**config.mk**
```make
export PLATFORM = sky130hd
export DESIGN_NAME = mem_port_arbiter
export DESIGN_NICKNAME = d
export VERILOG_FILES = /design/src/rtl/mem_port_arbiter.sv
export SDC_FILE = /design/constraint.sdc
export NUM_CORES = 1
export LEC_CHECK = 0
export CAP_MARGIN = 15
export CORE_UTILIZATION = 35
export DETAILED_ROUTE_END_ITERATION = 8
export PLACE_DENSITY_LB_ADDON = 0.1
export SLEW_MARGIN = 20
export SYNTH_ARGS = -nofsm -noshare
export SYNTH_HDL_FRONTEND = slang
export SYNTH_SLANG_ARGS = --single-unit
```
**constraint.sdc**
```tcl
create_clock -name clk -period 1.9 [get_ports clk]
set_input_delay 0.57 -clock clk [delete_from_list [all_inputs] [get_ports clk]]
set_output_delay 0.57 -clock clk [all_outputs]
set_load 0.005 [all_outputs]
```
**src/rtl/mem_port_arbiter.sv**
```systemverilog
// Two-requester (instruction fetch / data) arbiter onto a single shared memory port.
// Round-robin on ties, fixed MEM_LAT access cycles, one-cycle response with ack.
module mem_port_arbiter #(
  parameter int AW      = 13,
  parameter int DW      = 32,
  parameter int MEM_LAT = 2
) (
  input  logic          clk,
  input  logic          reset,
  input  logic          if_req,
  input  logic [AW-1:0] if_addr,
  output logic          if_ack,
  output logic [DW-1:0] if_rdata,
  input  logic          dm_req,
  input  logic          dm_we,
  input  logic [AW-1:0] dm_addr,
  input  logic [DW-1:0] dm_wdata,
  output logic          dm_ack,
  output logic [DW-1:0] dm_rdata,
  output logic          mem_en,
  output logic          mem_we,
  output logic [AW-1:0] mem_addr,
  output logic [DW-1:0] mem_wdata,
  input  logic [DW-1:0] mem_rdata,
  output logic          busy
);

  typedef enum logic [1:0] {IDLE, ACCESS, RESP} state_t;

  localparam logic [3:0] LAST_CNT = 4'(MEM_LAT - 1);

  state_t          state;
  state_t          state_nxt;
  logic [3:0]      cnt;
  logic            last_dm;
  logic            lat_we;
  logic [AW-1:0]   lat_addr;
  logic [DW-1:0]   lat_wdata;
  logic            pick_dm;

  // last_dm doubles as the current grant while a transaction is in flight.
  assign pick_dm = dm_req & (~if_req | ~last_dm);

  always_ff @(posedge clk) begin
    if (reset) state <= IDLE;
    else       state <= state_nxt;
  end

  always_comb begin
    state_nxt = state;
    case (state)
      IDLE:    if (if_req || dm_req) state_nxt = ACCESS;
      ACCESS:  if (cnt == LAST_CNT)  state_nxt = RESP;
      RESP:    state_nxt = IDLE;
      default: state_nxt = IDLE;
    endcase
  end

  always_ff @(posedge clk) begin
    if (reset) begin
      cnt       <= '0;
      last_dm   <= 1'b1;
      lat_we    <= 1'b0;
      lat_addr  <= '0;
      lat_wdata <= '0;
      if_rdata  <= '0;
      dm_rdata  <= '0;
    end else begin
      case (state)
        IDLE: begin
          cnt <= '0;
          if (if_req || dm_req) begin
            last_dm   <= pick_dm;
            lat_addr  <= pick_dm ? dm_addr : if_addr;
            lat_we    <= pick_dm & dm_we;
            lat_wdata <= pick_dm ? dm_wdata : '0;
          end
        end
        ACCESS: begin
          cnt <= cnt + 4'd1;
          if (cnt == LAST_CNT && !lat_we) begin
            if (last_dm) dm_rdata <= mem_rdata;
            else         if_rdata <= mem_rdata;
          end
        end
        default: cnt <= '0;
      endcase
    end
  end

  always_comb begin
    mem_en    = (state == ACCESS);
    mem_we    = (state == ACCESS) & lat_we;
    mem_addr  = lat_addr;
    mem_wdata = lat_wdata;
    if_ack    = (state == RESP) & ~last_dm;
    dm_ack    = (state == RESP) &  last_dm;
    busy      = (state != IDLE);
  end

endmodule

```
After elaboration in Yosys (flattened, before gate mapping)
Index checks and enable logic that the tools add are counted.

storage, ports and cells
  bits in latches = 0
  bits in writable memories = 0
  register bits after elaboration = 117
  memories kept = 0
  output and inout bits = 114
  input bits = 95
  bits in read-only memories = 0

cells by class
  mux-type cells = 5
  add/subtract/negate cells = 1
  reductions and logical operators = 10
  div/mod/pow operators = 0
  shift-type cells = 0
  $mul = 0
  magnitude comparators = 0
  eq/ne operators = 5
  bitwise gates (word level) = 9

operators with widths
  kind                   number
  $mux W32               1
  $mux W13               1
  $reduce_and A3 Y1      2
  $and A1 B1 Y1          5
  $add A4 B1 Y4 const B  1
  $eq A4 B1 Y1 const B   1
  $mux W2                2
  $pmux W2 S2            1
  $reduce_and A2 Y1      2
  $not A1 Y1             3
  $eq A2 B1 Y1 const B   1
  $eq A2 B2 Y1 const B   1
  $logic_not A2 Y1       1
  $ne A2 B1 Y1 const B   1
  $ne A2 B2 Y1 const B   1
  $reduce_bool A2 Y1     1
  $reduce_or A2 Y1       1
  $logic_and A1 B1 Y1    1
  $logic_not A1 Y1       1
  $logic_or A1 B1 Y1     1
  $or A1 B1 Y1           1

Longest topological paths before layout
Gate-level depths: netlist of the first run.

  depth after elaboration = 4
  gate-level depth with buffers = 7

Worst setup path before layout of the first run
OpenSTA, ideal clock, no wires.

  path type = input -> register
  start = in if_req
  end = reg lat_addr[2], in the netlist mem_addr[2]
  buffers on the path = 2
  data required time = 1,809 ps
  slack = 387 ps
  data arrival time = 1,422 ps
  stages on the path = 5
  cells stage by stage = or2_1 -> buf_2 -> and2_4 -> buf_2 -> a311oi_1

between the ends
  cells in the longest elaborated chain, start to end = 4

RTL lines
  item                  RTL line  text
  start, declared       10        input logic if_req,
  $not A1 Y1            42        assign pick_dm = dm_req & (~if_req | ~last_dm);
  $or A1 B1 Y1          42
  $and A1 B1 Y1         42
  $mux W13              74        lat_addr <= pick_dm ? dm_addr : if_addr;
  end signal, assigned  74
  end, declared         37        logic [AW-1:0] lat_addr;

Several ways; a longest one is shown, not always the timed one.
A chain may end at the register's enable or synchronous reset.

Worst setup path in the final report of the first run
  start = reg dm_rdata[29]
  end = out dm_rdata[29]

RTL lines
  item                    RTL line  text
  start, declared         19        output logic [DW-1:0] dm_rdata,
  start signal, assigned  82        if (last_dm) dm_rdata <= mem_rdata;

No word-level cell between the ends.

==> results of run 1 <==
cell families after synthesis:
group | count (synthesis) | synth area share
fa+ha+maj | 2 | 0.005416
compound gates | 66 | 0.1121
buf+inv | 37 | 0.04903
mux | 64 | 0.1387
simple gates | 145 | 0.1839
xor+xnor | 2 | 0.003793
flops | 117 | 0.5070
cells in the mapped netlist, types with 2 or more instances:
| library cell | n |
|---|---|
| mux2i_1 | 64 |
| and3_1 | 3 |
| a22o_1 | 33 |
| nand3_1 | 2 |
| nor2_1 | 6 |
| buf_12 | 2 |
| a311oi_1 | 13 |
| clkbuf_1 | 12 |
| dfxtp_1 | 117 |
| buf_6 | 3 |
| buf_2 | 14 |
| ha_1 | 2 |
| inv_1 | 2 |
| and3b_1 | 2 |
| nand2_1 | 27 |
| buf_4 | 4 |
| a21oi_1 | 15 |
| nand2b_1 | 97 |
path summary, 6_finish.rpt:
path / startpoint / to / slack [ps] / depth (start not counted)
hold / removal: dm_rdata[7]$_SDFFE_PP0P_ / dm_rdata[7]$_SDFFE_PP0P_ / 470 / 2
setup / recovery: dm_rdata[29]$_SDFFE_PP0P_ / dm_rdata[29] / 60 / 1
hold reg to reg: dm_rdata[7]$_SDFFE_PP0P_ / dm_rdata[7]$_SDFFE_PP0P_ / 470 / 2
setup reg to reg: cnt[0]$_SDFF_PP0_ / dm_rdata[2]$_SDFFE_PP0P_ / 220 / 5
through the flow:
stage               hold slack, ps  setup WS (ps)
floorplan                    433.7          387.3
global placement             446.5         -42.85
detailed placement           455.8         -80.47
CTS                          474.6         0.9515
global route                 486.7          1.130
finish                       468.3          55.00
routing by layer:
layer,GRT usage,up-vias,share of wire
met5,0,-,0
li1,-,1908,-
met3,0.08033,11,0.099
met4,0.07848,0,0.011
met1,0.2000,1785,0.42
met2,0.2974,146,0.47
flip-flops by register name, summed over array words and instances (netlist names):
name,flops
dm_rdata,32
mem_addr,13
state,2
last_dm,1
lat_we,1
mem_wdata,32
cnt,4
if_rdata,32
cell usage in the layout, fill, tap and decap left out, types with 4 or more instances in the layout:
master and count:
buf_12 4, nand2b_1 97, nand2_1 27, buf_4 11
a21oi_1 15, clkinv_2 4, a22o_1 33, nor2_1 5
a311oi_1 13, clkbuf_16 17, clkdlybuf4s50_1 201, dfxtp_2 4
mux2i_1 64, clkbuf_1 5, dfxtp_1 113
final cells by class:
type | count | area (um^2) | share of cell area
sequential | 117 | 2347 | 0.3174
timing repair buffer | 223 | 2228 | 0.3013
multi-input combinational | 279 | 2062 | 0.2788
clock buffer | 25 | 485.5 | 0.06564
tap | 172 | 215.2 | 0.02910
clock inverter | 5 | 50.05 | 0.006767
inverter | 2 | 7.507 | 0.001015
where the power goes:
part | switching, mW | total [mW] | leakage, nW | internal [mW]
Clock | 1.03 | 2.90 | 0.267 | 1.88
Sequential | 0.0797 | 2.67 | 0.951 | 2.59
Combinational | 0.374 | 0.973 | 1.74 | 0.599
worst reg2reg max path, delay by kind of cell, from the launching register on:
| family | cells | cell delay [ps] |
|---|---|---|
| and+or+nand+nor | 2 | 600 |
| buffers and inverters | 1 | 240 |
| DFF | 1 | 370 |
| adders and majority gates | 1 | 170 |
| muxes | 1 | 220 |
what timing repair did:
action                     CTS  global route
setup endpoints to repair    5             4
resized for setup           12             4
buffers inserted             0             0
==> impl_metrics.yaml, run 1 <==
yosys:
  ys_ff_latch: 117
  ys_seq_area_frac: 0.5070
  syn_area_mm2: 0.004619
  ys_types: 33
  synth.area.top_cells: "dfxtp_1 (51%), mux2i_1 (14%), nand2b_1 (13%)"
  ys_dominant_reg_cell: "dfxtp_1"
  netlist_instances: 433
  yosys_warnings: 0
  syn_nets: 530
  synthArstFlopShare: 0
  synth_top_area_cell: "dfxtp_1"
  synth_edf_count: 0
  synth_top_area_share: 0.5070
  syn_area_per_cell_um2: 10.67
placement:
  place.port_buffers: 208
  dp_hpwl_um: 8308
  dp_cells: 793
  place_congestion: 0.7207
  dpl_cell_area_mm2: 0.006862
sta:
  period_minus_slack_ps: 1845
  tns_ps: 0
  fin_crit_sh: 0.9711
  fmax_mhz: 542.0
  drv_slew: 0
  hold_viol_final: 0
  setup_viol: 0
  worst_slew_pin_slew_ps: 502.2
  rsz0062_at_grt: "no"
  max_slew_margin: 0.6652
  fin_skew_ps: 6.778
finish:
  diodes: 0
  area_growth_syn_to_layout_pct: 60.10
  final_util: 0.5813
  nets: 737
  finalNonFillerCells: 823
  fill_cells: 1139
  drive_gt1_frac: 0.08449
  fin_area_mm2: 0.007396
floorplanning:
  fp.dieW_um: 116.9
  initial_core_util: 0.3631
  num_io_pins: 209
  rows: 41
  fp.coreArea_mm2: 0.01272
  die_area_mm2: 0.01366
  die_h_um: 116.9
critical_path:
  cp_top_family: "buffers and inverters"
  crit_arrival_ps: 1270
  start_kind: "flop"
  path_buf_inv: 1
  worstPathMaxFanout: 2
  cp_cell_sequence: "clkdlybuf4s50_1"
  critPathKind: "flop to output port"
  max_stage_delay_ps: 540
  cp_slowest_cell: "clkdlybuf4s50_1"
  cp_data_required_time_ps: 1330
  end_kind: "output port"
routing:
  dr.pass1.iters: 4
  wl_um: 11960
  routedWlPerCell_um: 14.53
  drt_iter0_drc: 139
  antenna_left: 0
  viasPerCell: 4.678
  drc: 0
  vias: 3850
clock_tree:
  clock_latency_ps: 410
  htree_num_levels: 4
  hold_buffers: 0
  numCtsBuffers: 17
  cts_tree: "yes"
  cts-root-buf: "clkbuf_16"
  path_clk_slew_ps: 50
  cts_sinks: 117
  cts_buffer_depth: 2
global_routing:
  grt_pass1_wl_um: 18580
  grt_antenna_before_repair: 0
  grt_max_degree: 68
  grt_pass1_vias: 3860
  grt.overflow.total: 0
  grt_usage: 0.1797
power_and_ir_drop:
  p_per_area_mw_per_mm2: 885.9
  p_total_mw: 6.552
  p_leak_nw: 2.962
  peakVddDrop_mv: 0.5633
flow_run:
  maxCapViolCount: 0
status:
  status: "complete, no violations"
hold_path:
  min_path_type: "flop to flop"
Note: power is estimated with default switching activity, not from simulation.
==> run 2: changes to the inputs <==
CORE_UTILIZATION = 42   (was 35)
==> run 2 against run 1 <==
  * First-iteration DRC count is 32% higher
  * Sequential power hardly changed
  * Non-clock buffer count is 2 lower
  * Power is 3.7% higher
  * Register-to-register slack worse by 40 ps
  * Setup slack worse by 16 ps
  * Count of clock-buffer cells in the layout is 6 lower
  * Clock skew is 1.3 ps higher
  * Final cell count is 4.4% lower
  * Via count is 1.5% higher
  * Critical path type unchanged
  * Largest power group unchanged
==> impl_metrics.yaml, run 2 (synthesis results as in run 1) <==
sta:
  drv_slew: 0
  max_slew_margin: 0.7577
  holdWs_ps: 469.3
  worst_slew_pin_slew_ps: 361.5
  hold_viol_final: 0
  rsz0062_at_grt: "yes"
  setup_viol: 0
  fmax_mhz: 537.3
  period_minus_slack_ps: 1861
  fin_skew_ps: 8.030
  fin_crit_sh: 0.9796
routing:
  viasPerCell: 4.967
  dr.pass1.iters: 4
  vias: 3909
  drc: 0
  wl_um: 12180
  routedWlPerCell_um: 15.48
  antenna_left: 0
  drt_iter0_drc: 183
finish:
  mostFrequentLayoutCells: "dlygate4sd2_1 (110), dfxtp_1 (105), nand2b_1 (97)"
  layout_commonest_cell: "dlygate4sd2_1"
  area_growth_syn_to_layout_pct: 58.13
  diodes: 0
  fill_cells: 853
  fin_area_mm2: 0.007305
  drive_gt1_frac: 0.1091
  nets: 735
  regArea_mm2: 0.002362
  multi_input_area_mm2: 0.002074
critical_path:
  crit_start: "state[0]$_SDFFE_PP0P_"
  cp_cell_sequence: "nor2_2 > inv_1 > dlygate4sd2_1"
  worstPathMaxFanout: 4
  cp_top_family: "flip-flops"
  start_kind: "flop"
  end_kind: "output port"
  rr_worst_depth: 5
  cp_slowest_cell: "dfxtp_4"
  r2r_start: "cnt[0]$_SDFF_PP0_"
  max_stage_delay_ps: 350
  cp.depth: 3
  critPathKind: "flop to output port"
  cp_data_required_time_ps: 1330
  crit_arrival_ps: 1290
  path_buf_inv: 2
floorplanning:
  die_h_um: 106.9
  die_area_mm2: 0.01142
  fp.coreArea_mm2: 0.01051
  rows: 37
  num_io_pins: 209
  fp.dieW_um: 106.9
  initial_core_util: 0.4396
power_and_ir_drop:
  p_total_mw: 6.796
  p_per_area_mw_per_mm2: 930.4
  peakVddDrop_mv: 0.6644
  p_leak_nw: 3.462
clock_tree:
  cts_tree: "yes"
  numCtsBuffers: 17
  path_clk_slew_ps: 60
  htree_num_levels: 4
  clock_latency_ps: 520
  cts-root-buf: "clkbuf_8"
  cts_sinks: 117
  post_cts_buffers: 0
  cts_buffer_depth: 2
placement:
  dpl_cell_area_mm2: 0.006814
  place.port_buffers: 208
  dp_hpwl_um: 8348
  place_congestion: 0.7212
global_routing:
  grt_usage: 0.2183
  grt_antenna_before_repair: 0
  grt_max_degree: 76
  grt_pass1_vias: 4073
  grt_pass1_wl_um: 19410
  grt.overflow.total: 0
flow_run:
  maxCapViolCount: 0
status:
  status: "complete, no violations"
hold_path:
  hp-start: "cnt[0]$_SDFF_PP0_"
  hold_depth: 1
  min_path_type: "flop to flop"
-- run 2: cell types whose count changed in the layout (fill, tap and decap cells not counted), moves of 4 or more --
cell	previous run	this run
clkdlybuf4s50_1	201	93
dlygate4sd2_1	3	110
dfxtp_1	113	105
dfxtp_2	4	10
clkinv_4	0	5
clkbuf_1	5	1
-- run 2: power by group --
part	internal, mW	switching, mW
sequential	2.59	0.0764
combinational	0.524	0.381
clock	2.05	1.17
-- run 2: timing repair --
item	in CTS	in global routing
hold buffers	0	0
gates resized for setup	137	7
endpoints found under the setup margin	114	5
-- run 2: per-stage QoR --
step                      cells    util  worst slack, ps  TNS, ps
final                       787  0.6951            38.83        0
after floorplan             433       -            387.3        0
after CTS                   787  0.6954            10.31        0
after global placement      755  0.6484           -25.00   -789.6
after detailed placement    755  0.6484           -88.07    -2447
after global routing        787  0.6951           -22.96   -34.36
-- run 2: per-layer routing --
layer / vias up / GRT usage / routed length [um]
met5: - / 0 / 0
met4: 0 / 0.08219 / 170
met3: 16 / 0.08511 / 974
met2: 137 / 0.3687 / 6048
met1: 1845 / 0.2479 / 4985
li1: 1911 / - / -
-- run 2: layout make-up --
cell class                      instances  area share
Multi-Input combinational cell        279      0.2840
Clock inverter                         13     0.02364
Inverter                                2    0.001028
Timing Repair Buffer                  221      0.2855
Sequential cell                       117      0.3234
Tap cell                              136     0.02330
Clock buffer                           19     0.05910
-- run 2: worst register-to-register path, delay by kind of cell (launching register included) --
| kind | cells | cell delay, ps |
|---|---|---|
| and+or+nand+nor | 2 | 620 |
| buffers and inverters | 1 | 240 |
| adders and majority gates | 1 | 170 |
| muxes | 1 | 230 |
| DFF | 1 | 380 |
-- run 2: path summary, 6_finish.rpt --
check                                                  to  slack (ps)
worst max-delay path                                 busy          40
worst min-delay path                    cnt[0]$_SDFF_PP0_         470
worst max register to register  dm_rdata[26]$_SDFFE_PP0P_         180
worst min register to register          cnt[0]$_SDFF_PP0_         470
